==> src/rtl/prog_loader.sv <==
// Loads an ASCII program stream into instruction memory, keeping only the eight opcodes,
// checking bracket nesting and capacity, then releasing the processor from reset.
module prog_loader #(
  parameter logic [7:0] TERM      = 8'h00,
  parameter logic [7:0] DEPTH_MAX = 8'd255
) (
  input  logic       clk,
  input  logic       reset,
  input  logic       start_load,
  input  logic       in_valid,
  input  logic [7:0] in_byte,
  output logic       in_ready,
  output logic       imem_we,
  output logic [7:0] imem_addr,
  output logic [7:0] imem_wdata,
  output logic       proc_reset_,
  output logic [7:0] prog_len,
  output logic       load_done,
  output logic [1:0] err_code
);

  localparam logic [7:0] OpInc   = 8'h2B;  // +
  localparam logic [7:0] OpDec   = 8'h2D;  // -
  localparam logic [7:0] OpRight = 8'h3E;  // >
  localparam logic [7:0] OpLeft  = 8'h3C;  // <
  localparam logic [7:0] OpOut   = 8'h2E;  // .
  localparam logic [7:0] OpIn    = 8'h2C;  // ,
  localparam logic [7:0] OpOpen  = 8'h5B;  // [
  localparam logic [7:0] OpClose = 8'h5D;  // ]

  localparam logic [1:0] ErrNone     = 2'd0;
  localparam logic [1:0] ErrUnmatch  = 2'd1;
  localparam logic [1:0] ErrUnclosed = 2'd2;
  localparam logic [1:0] ErrOverflow = 2'd3;

  typedef enum logic [2:0] {StIdle, StLoad, StTermWr, StRun, StErr} state_e;

  state_e     state;
  logic [7:0] count;
  logic [7:0] depth;
  logic       accept;
  logic       is_op;

  assign prog_len = count;
  assign accept   = (state == StLoad) && in_valid && in_ready;

  always_comb begin
    is_op = 1'b0;
    unique case (in_byte)
      OpInc, OpDec, OpRight, OpLeft, OpOut, OpIn, OpOpen, OpClose: is_op = 1'b1;
      default: is_op = 1'b0;
    endcase
  end

  always_ff @(posedge clk) begin
    if (reset) begin
      state       <= StIdle;
      count       <= 8'd0;
      depth       <= 8'd0;
      in_ready    <= 1'b0;
      imem_we     <= 1'b0;
      imem_addr   <= 8'd0;
      imem_wdata  <= 8'd0;
      proc_reset_ <= 1'b0;
      load_done   <= 1'b0;
      err_code    <= ErrNone;
    end else if (start_load) begin
      // A byte accepted in this same cycle is dropped; an already registered write
      // was presented to memory during this cycle and is therefore complete.
      state       <= StLoad;
      count       <= 8'd0;
      depth       <= 8'd0;
      in_ready    <= 1'b1;
      imem_we     <= 1'b0;
      proc_reset_ <= 1'b0;
      load_done   <= 1'b0;
      err_code    <= ErrNone;
    end else begin
      imem_we <= 1'b0;
      case (state)
        StLoad: begin
          if (accept) begin
            if (in_byte == TERM) begin
              if (depth != 8'd0) begin
                state    <= StErr;
                in_ready <= 1'b0;
                err_code <= ErrUnclosed;
              end else begin
                state      <= StTermWr;
                in_ready   <= 1'b0;
                imem_we    <= 1'b1;
                imem_addr  <= count;
                imem_wdata <= TERM;
              end
            end else if (is_op) begin
              // Address 255 is reserved for the end marker.
              if (count == 8'hFF) begin
                state    <= StErr;
                in_ready <= 1'b0;
                err_code <= ErrOverflow;
              end else if ((in_byte == OpOpen) && (depth == DEPTH_MAX)) begin
                state    <= StErr;
                in_ready <= 1'b0;
                err_code <= ErrUnclosed;
              end else if ((in_byte == OpClose) && (depth == 8'd0)) begin
                state    <= StErr;
                in_ready <= 1'b0;
                err_code <= ErrUnmatch;
              end else begin
                imem_we    <= 1'b1;
                imem_addr  <= count;
                imem_wdata <= in_byte;
                count      <= count + 8'd1;
                if (in_byte == OpOpen) begin
                  depth <= depth + 8'd1;
                end else if (in_byte == OpClose) begin
                  depth <= depth - 8'd1;
                end
              end
            end
          end
        end
        StTermWr: begin
          state       <= StRun;
          proc_reset_ <= 1'b1;
          load_done   <= 1'b1;
        end
        default: begin
          // Idle, Run and Err hold until reset or start_load.
        end
      endcase
    end
  end

endmodule

==> config.mk <==
export PLATFORM = sky130hd
export DESIGN_NAME = prog_loader
export DESIGN_NICKNAME = d
export VERILOG_FILES = /design/src/rtl/prog_loader.sv
export SDC_FILE = /design/constraint.sdc
export NUM_CORES = 1
export LEC_CHECK = 0
export CAP_MARGIN = 20
export CORE_UTILIZATION = 51
export CTS_CLUSTER_SIZE = 28
export DETAILED_ROUTE_END_ITERATION = 10
export PLACE_DENSITY = 0.79
export SETUP_SLACK_MARGIN = 0.2
export SLEW_MARGIN = 10
export SYNTH_ARGS = -nofsm -noshare
export SYNTH_HDL_FRONTEND = slang
export SYNTH_SLANG_ARGS = --single-unit
export TNS_END_PERCENT = 1
==> constraint.sdc <==
create_clock -name clk -period 2.8 [get_ports clk]
set_clock_uncertainty 0.1 [all_clocks]
set_input_delay 0.42 -clock clk [delete_from_list [all_inputs] [get_ports clk]]
set_output_delay 0.42 -clock clk [all_outputs]
set_load 0.02 [all_outputs]
## After elaboration in Yosys (flattened, before gate mapping)

Cells that the tools add are included.

| word-level totals | value |
|---|---|
| register bits after elaboration | 40 |
| input bits | 12 |
| output and inout port bits | 30 |

| cells by class | value |
|---|---|
| add/sub/neg operators | 3 |
| equal/unequal tests | 23 |
| multiplexer cells | 44 |
| bitwise operators | 7 |
| reductions and logical operators | 26 |

Operator list:

| cell | number |
|---|---|
| 2-to-1 mux 8 bit | 14 |
| == test 8 x 6 -> 1 bit, second input constant | 6 |
| 2-to-1 mux 3 bit | 7 |
| adder 8 x 1 -> 8 bit, second input constant | 2 |
| == test 8 x 7 -> 1 bit, second input constant | 2 |
| == test 8 bit, second input constant | 2 |
| zero test 8 bit | 2 |
| 2-to-1 mux 1 bit | 16 |
| AND reduction 8 bit | 2 |
| 2-to-1 mux 2 bit | 6 |
| AND reduction 4 bit | 3 |
| != test 2 bit, second input constant | 5 |
| nonzero test 2 bit | 5 |
| nonzero test 8 bit | 1 |
| OR reduction 8 bit | 1 |
| subtractor 8 x 1 -> 8 bit, second input constant | 1 |
| inverter 1 bit | 7 |
| AND reduction 7 bit | 1 |
| != test 6 x 2 -> 1 bit, second input constant | 1 |
| case mux 3 bit (2 select lines) | 1 |
| nonzero test 3 bit | 2 |
| != test 5 x 1 -> 1 bit, second input constant | 1 |
| AND reduction 5 bit | 1 |
| nonzero test 5 bit | 1 |
| other kinds (10) | 13 |

## Longest topological paths before layout

| depth | value |
|---|---|
| depth after elaboration | 10 |
| mapped depth | 9 |
| gate-level depth less buffers | 9 |

## Least setup slack after synthesis

OpenSTA, ideal clock, no wires.

| timing | value |
|---|---|
| kind | input to register |
| start point | in in_byte[5] |
| end point | reg depth[7] |
| library setup time | 0.071 ns |
| data arrival time | 2.372 ns |
| required time | 2.629 ns |
| slack | 0.257 ns |
| stages on the path | 9 |
| buffers on the path | 0 |
| path through | nand4b_1 or2_2 ha_1 or2_2 a21oi_1 a31oi_1 xnor2_1 or3_1 a21oi_1 |

| between the ends | value |
|---|---|
| word-level cells in the longest chain between the ends | 4 |
| elaborated cells between the ends (all ways) | 19 |

Ends and longest elaborated chain:

| element | RTL line | text |
|---|---|---|
| from (decl) | 11 | `input logic [7:0] in_byte,` |
| == test 8 x 7 -> 1 bit, or another cell as far along | 49, 101, 114 |  |
| OR reduction 8 bit, or another cell as far along | 49 | `unique case (in_byte)` |
| 2-to-1 mux 1 bit or inverter 1 bit (tied branches) | -- |  |
| AND reduction 8 bit (no source line) | -- |  |
| to (signal assigned) | 115 | `depth <= depth + 8'd1;` |
| to (signal assigned) | 117 | `depth <= depth - 8'd1;` |
| to (decl) | 40 | `logic [7:0] depth;` |

Parallel ways exist; a longest one is shown, timed or not.
A chain may end at the register's enable or synchronous reset.

## Worst setup path in the final report

| timing | value |
|---|---|
| start point | in in_byte[5] |
| end point | reg count[2], in the netlist prog_len[2] |

| between the ends | value |
|---|---|
| word-level cells in the longest chain between the ends | 4 |
| elaborated cells between the ends (all ways) | 17 |

Ends and longest elaborated chain:

| element | RTL line | text |
|---|---|---|
| == test 8 x 7 -> 1 bit, or another cell as far along | 49, 101 |  |
| OR reduction 8 bit, or another cell as far along | 49 |  |
| 2-to-1 mux 1 bit or inverter 1 bit (tied branches) | -- |  |
| AND reduction 7 bit (no source line) (*) | -- |  |
| to (signal assigned) | 113 | `count <= count + 8'd1;` |
| to (decl) | 39 | `logic [7:0] count;` |

Every way passes the cells marked *; elsewhere a longest branch is shown, timed or not.

==> flow_summary.json <==
{
  "power.internal_uw": 781,
  "synthAdderAreaFrac_pct": 4.99,
  "ys_types": 55,
  "cp.required_ns": 2.89,
  "startpoint_type": "primary input",
  "power_frac_comb_pct": 7.5,
  "die_w_um": 67.1,
  "synth_mux_area_share_pct": 9.74,
  "synth.avg_cell_area_um2": 9.07,
  "pwr-share-seq_pct": 55.7,
  "numClockSinks": 40,
  "yosys.area.top_type_share_pct": 37.1,
  "numCtsBuffers": 5,
  "hold_buffers": 0,
  "dieHeight_um": 67.1,
  "setup_viol": 0,
  "pre_cts_ws_ns": -0.248,
  "routed_via_density": 5.68,
  "p_leak_nw": 1.27,
  "synth.yosys.seq_area_share_pct": 37.1,
  "synth_seq_cells": 40,
  "hp-start": "err_code[0]",
  "synthFlopType": "dfxtp_1",
  "r2r-start": "depth[0]",
  "hp-class": "flop to flop",
  "tightest_slew_ns": 0.480,
  "htree_num_levels": 2,
  "synthCells": 238,
  "hpwl_um": 3440,
  "synthTopCellsByArea": "dfxtp_1, mux2i_1, nor2_1",
  "numPortBuffers": 41,
  "clock_path_buffers": 2,
  "powerDensity_nw_per_um2": 342,
  "synthXorXnorAreaFrac_pct": 4.06,
  "grt_max_degree": 22,
  "core_um2": 4030,
  "wl_per_cell_um": 14.4,
  "hold_viol": 0,
  "power.share.clock_pct": 36.8,
  "final_cell_mix": "dfxtp_1, nor2_1, clkdlybuf4s50_1",
  "num_rows": 23,
  "synth-edff-count": 0,
  "insertion_delay_ns": 0.29,
  "drtAntennaViolNets": 0,
  "syn_nets": 258,
  "switching_share_pct": 24.0,
  "switchingPower_uw": 246,
  "max-slew-margin-rel_pct": 67.7,
  "dieArea_um2": 4500,
  "synthSimpleGateAreaFrac_pct": 26.8,
  "routed_wl_um": 5190,
  "drc_errors": 0,
  "io_pins": 42,
  "synthToLayoutAreaGrowth_pct": 39.3,
  "yosysWarnings": 0,
  "antenna_found_initial": 0,
  "syn_area_um2": 2160,
  "nets": 330,
  "vias": 2052,
  "gr-total-overflow": 0,
  "grt_setup_unrepaired": "no",
  "antennaDiodeCount": 0,
  "final_common_cell": "dfxtp_1",
  "layout-drive-gt1-share_pct": 21.2,
  "stdcell_count": 361,
  "async_flop_share_pct": 0,
  "drv_cap": 0,
  "timing.setup.tns_ns": 0,
  "max_freq_mhz": 429,
  "grt_pass1_vias": 1761,
  "slew_violations": 0,
  "timing.hold.ws_ns": 0.375,
  "synth_largest_area_cell": "dfxtp_1",
  "synth_top_family_by_area": "simple AND/OR/NAND/NOR gates",
  "initial_core_util_pct": 53.6,
  "grt.total_usage_pct": 22.5,
  "worst_setup_path_end_kind": "flop",
  "ir_drop_uv": 276,
  "outcome": "finished, final reports clean",
  "cp.arrival_ns": 2.42,
  "fin_crit_ns": 2.33,
  "clockRootBuffer": "clkbuf_8",
  "first_iter_violations": 132,
  "crit_type": "primary input to flop",
  "stdcell_area_um2": 3010,
  "cts_tree": "built",
  "fin_total_pwr_mw": 1.03,
  "fin_util_pct": 74.6,
  "place_inst": 348,
  "setup_slack_ns": 0.470,
  "grt_pass1_wl_um": 7700,
  "placed_cell_area_um2": 2770,
  "cts.clk_slew.worst_paths_ns": 0.08,
  "routabilityCongestion": 0.804,
  "synth-compound-area-share_pct": 12.5,
  "cp-startpoint": "in_byte[5]",
  "firstDrtPassIters": 4,
  "final.period_utilization_pct": 83.2,
  "worstPathMaxFanout": 4,
  "nFillCells": 296
}
## worst max-delay path, stage by stage
cell,delay (ns)
dlymetal6s2s_1,0.12
nand4b_1,0.22
buf_4,0.18
or4_1,0.51
and3_4,0.22
buf_4,0.15
and3_1,0.22
buf_4,0.16
a31o_2,0.22
## logic make-up after synthesis
| group | Yosys count |
|---|---|
| fa+ha+maj | 8 |
| mux | 21 |
| buf+inv | 13 |
| compound gates | 38 |
| simple gates | 108 |
| xor+xnor | 10 |
| flops | 40 |
## state kept, by name (all words and copies together), names as in the netlist
name and count:
imem_we 1, depth 8, err_code 2, in_ready 1, load_done 1, imem_addr 8, state 3, imem_wdata 8
prog_len 8
## cell usage after synthesis (all sizes together) (2+ instances only)
master,count
nor2b,3
and2,4
nand2,14
mux2i,21
and4,3
nand4b,2
nor3b,2
ha,7
a21oi,16
and3,8
nand4,6
clkbuf,4
nand3b,2
o21ai,6
nand3,4
nand2b,2
nor3,6
xnor2,9
a31oi,4
nor2,36
dfxtp,40
nor4,4
or2,4
inv,3
a31o,3
o211ai,2
or3,3
buf,5
## metal layers
metal	vias to the layer above	GRT usage, %	wire (um)
li1	1006	-	-
met1	973	28.8	2310
met2	67	37.0	2570
met3	6	4.97	252
met4	0	6.91	51
met5	-	0	0
## worst paths after layout
kind                                    end  slack (ns)  cells after the start
worst max-delay path            prog_len[2]        0.47                      9
worst min register to register  err_code[0]        0.38                      2
worst min-delay path            err_code[0]        0.38                      2
worst max register to register  prog_len[2]        0.48                      7
## power by group through the flow
stage / registers (mW) / logic, mW / clock network, mW
after CTS: 0.573 / 0.0760 / 0.385
after detailed placement: 0.586 / 0.0755 / 0
final: 0.573 / 0.0766 / 0.378
after global routing: 0.573 / 0.0827 / 0.410
after floorplan: 0.587 / 0.0325 / 0
after global placement: 0.586 / 0.0750 / 0
## layout make-up
cell class / count / area [um2] / share of cell area [%]
clock inverter: 3 / 18.8 / 0.624
tap: 50 / 62.6 / 2.08
clock buffer: 5 / 68.8 / 2.29
timing repair buffer: 75 / 714 / 23.8
multi-input combinational: 185 / 1330 / 44.2
inverter: 3 / 11.3 / 0.375
sequential: 40 / 801 / 26.6
## what timing repair did
item	4_1_cts	5_1_grt
resized for setup	0	20
endpoints found under the setup margin	17	26
buffers inserted	2	3
pin swaps	1	18
No activity file was read; power rests on OpenSTA's default activity.
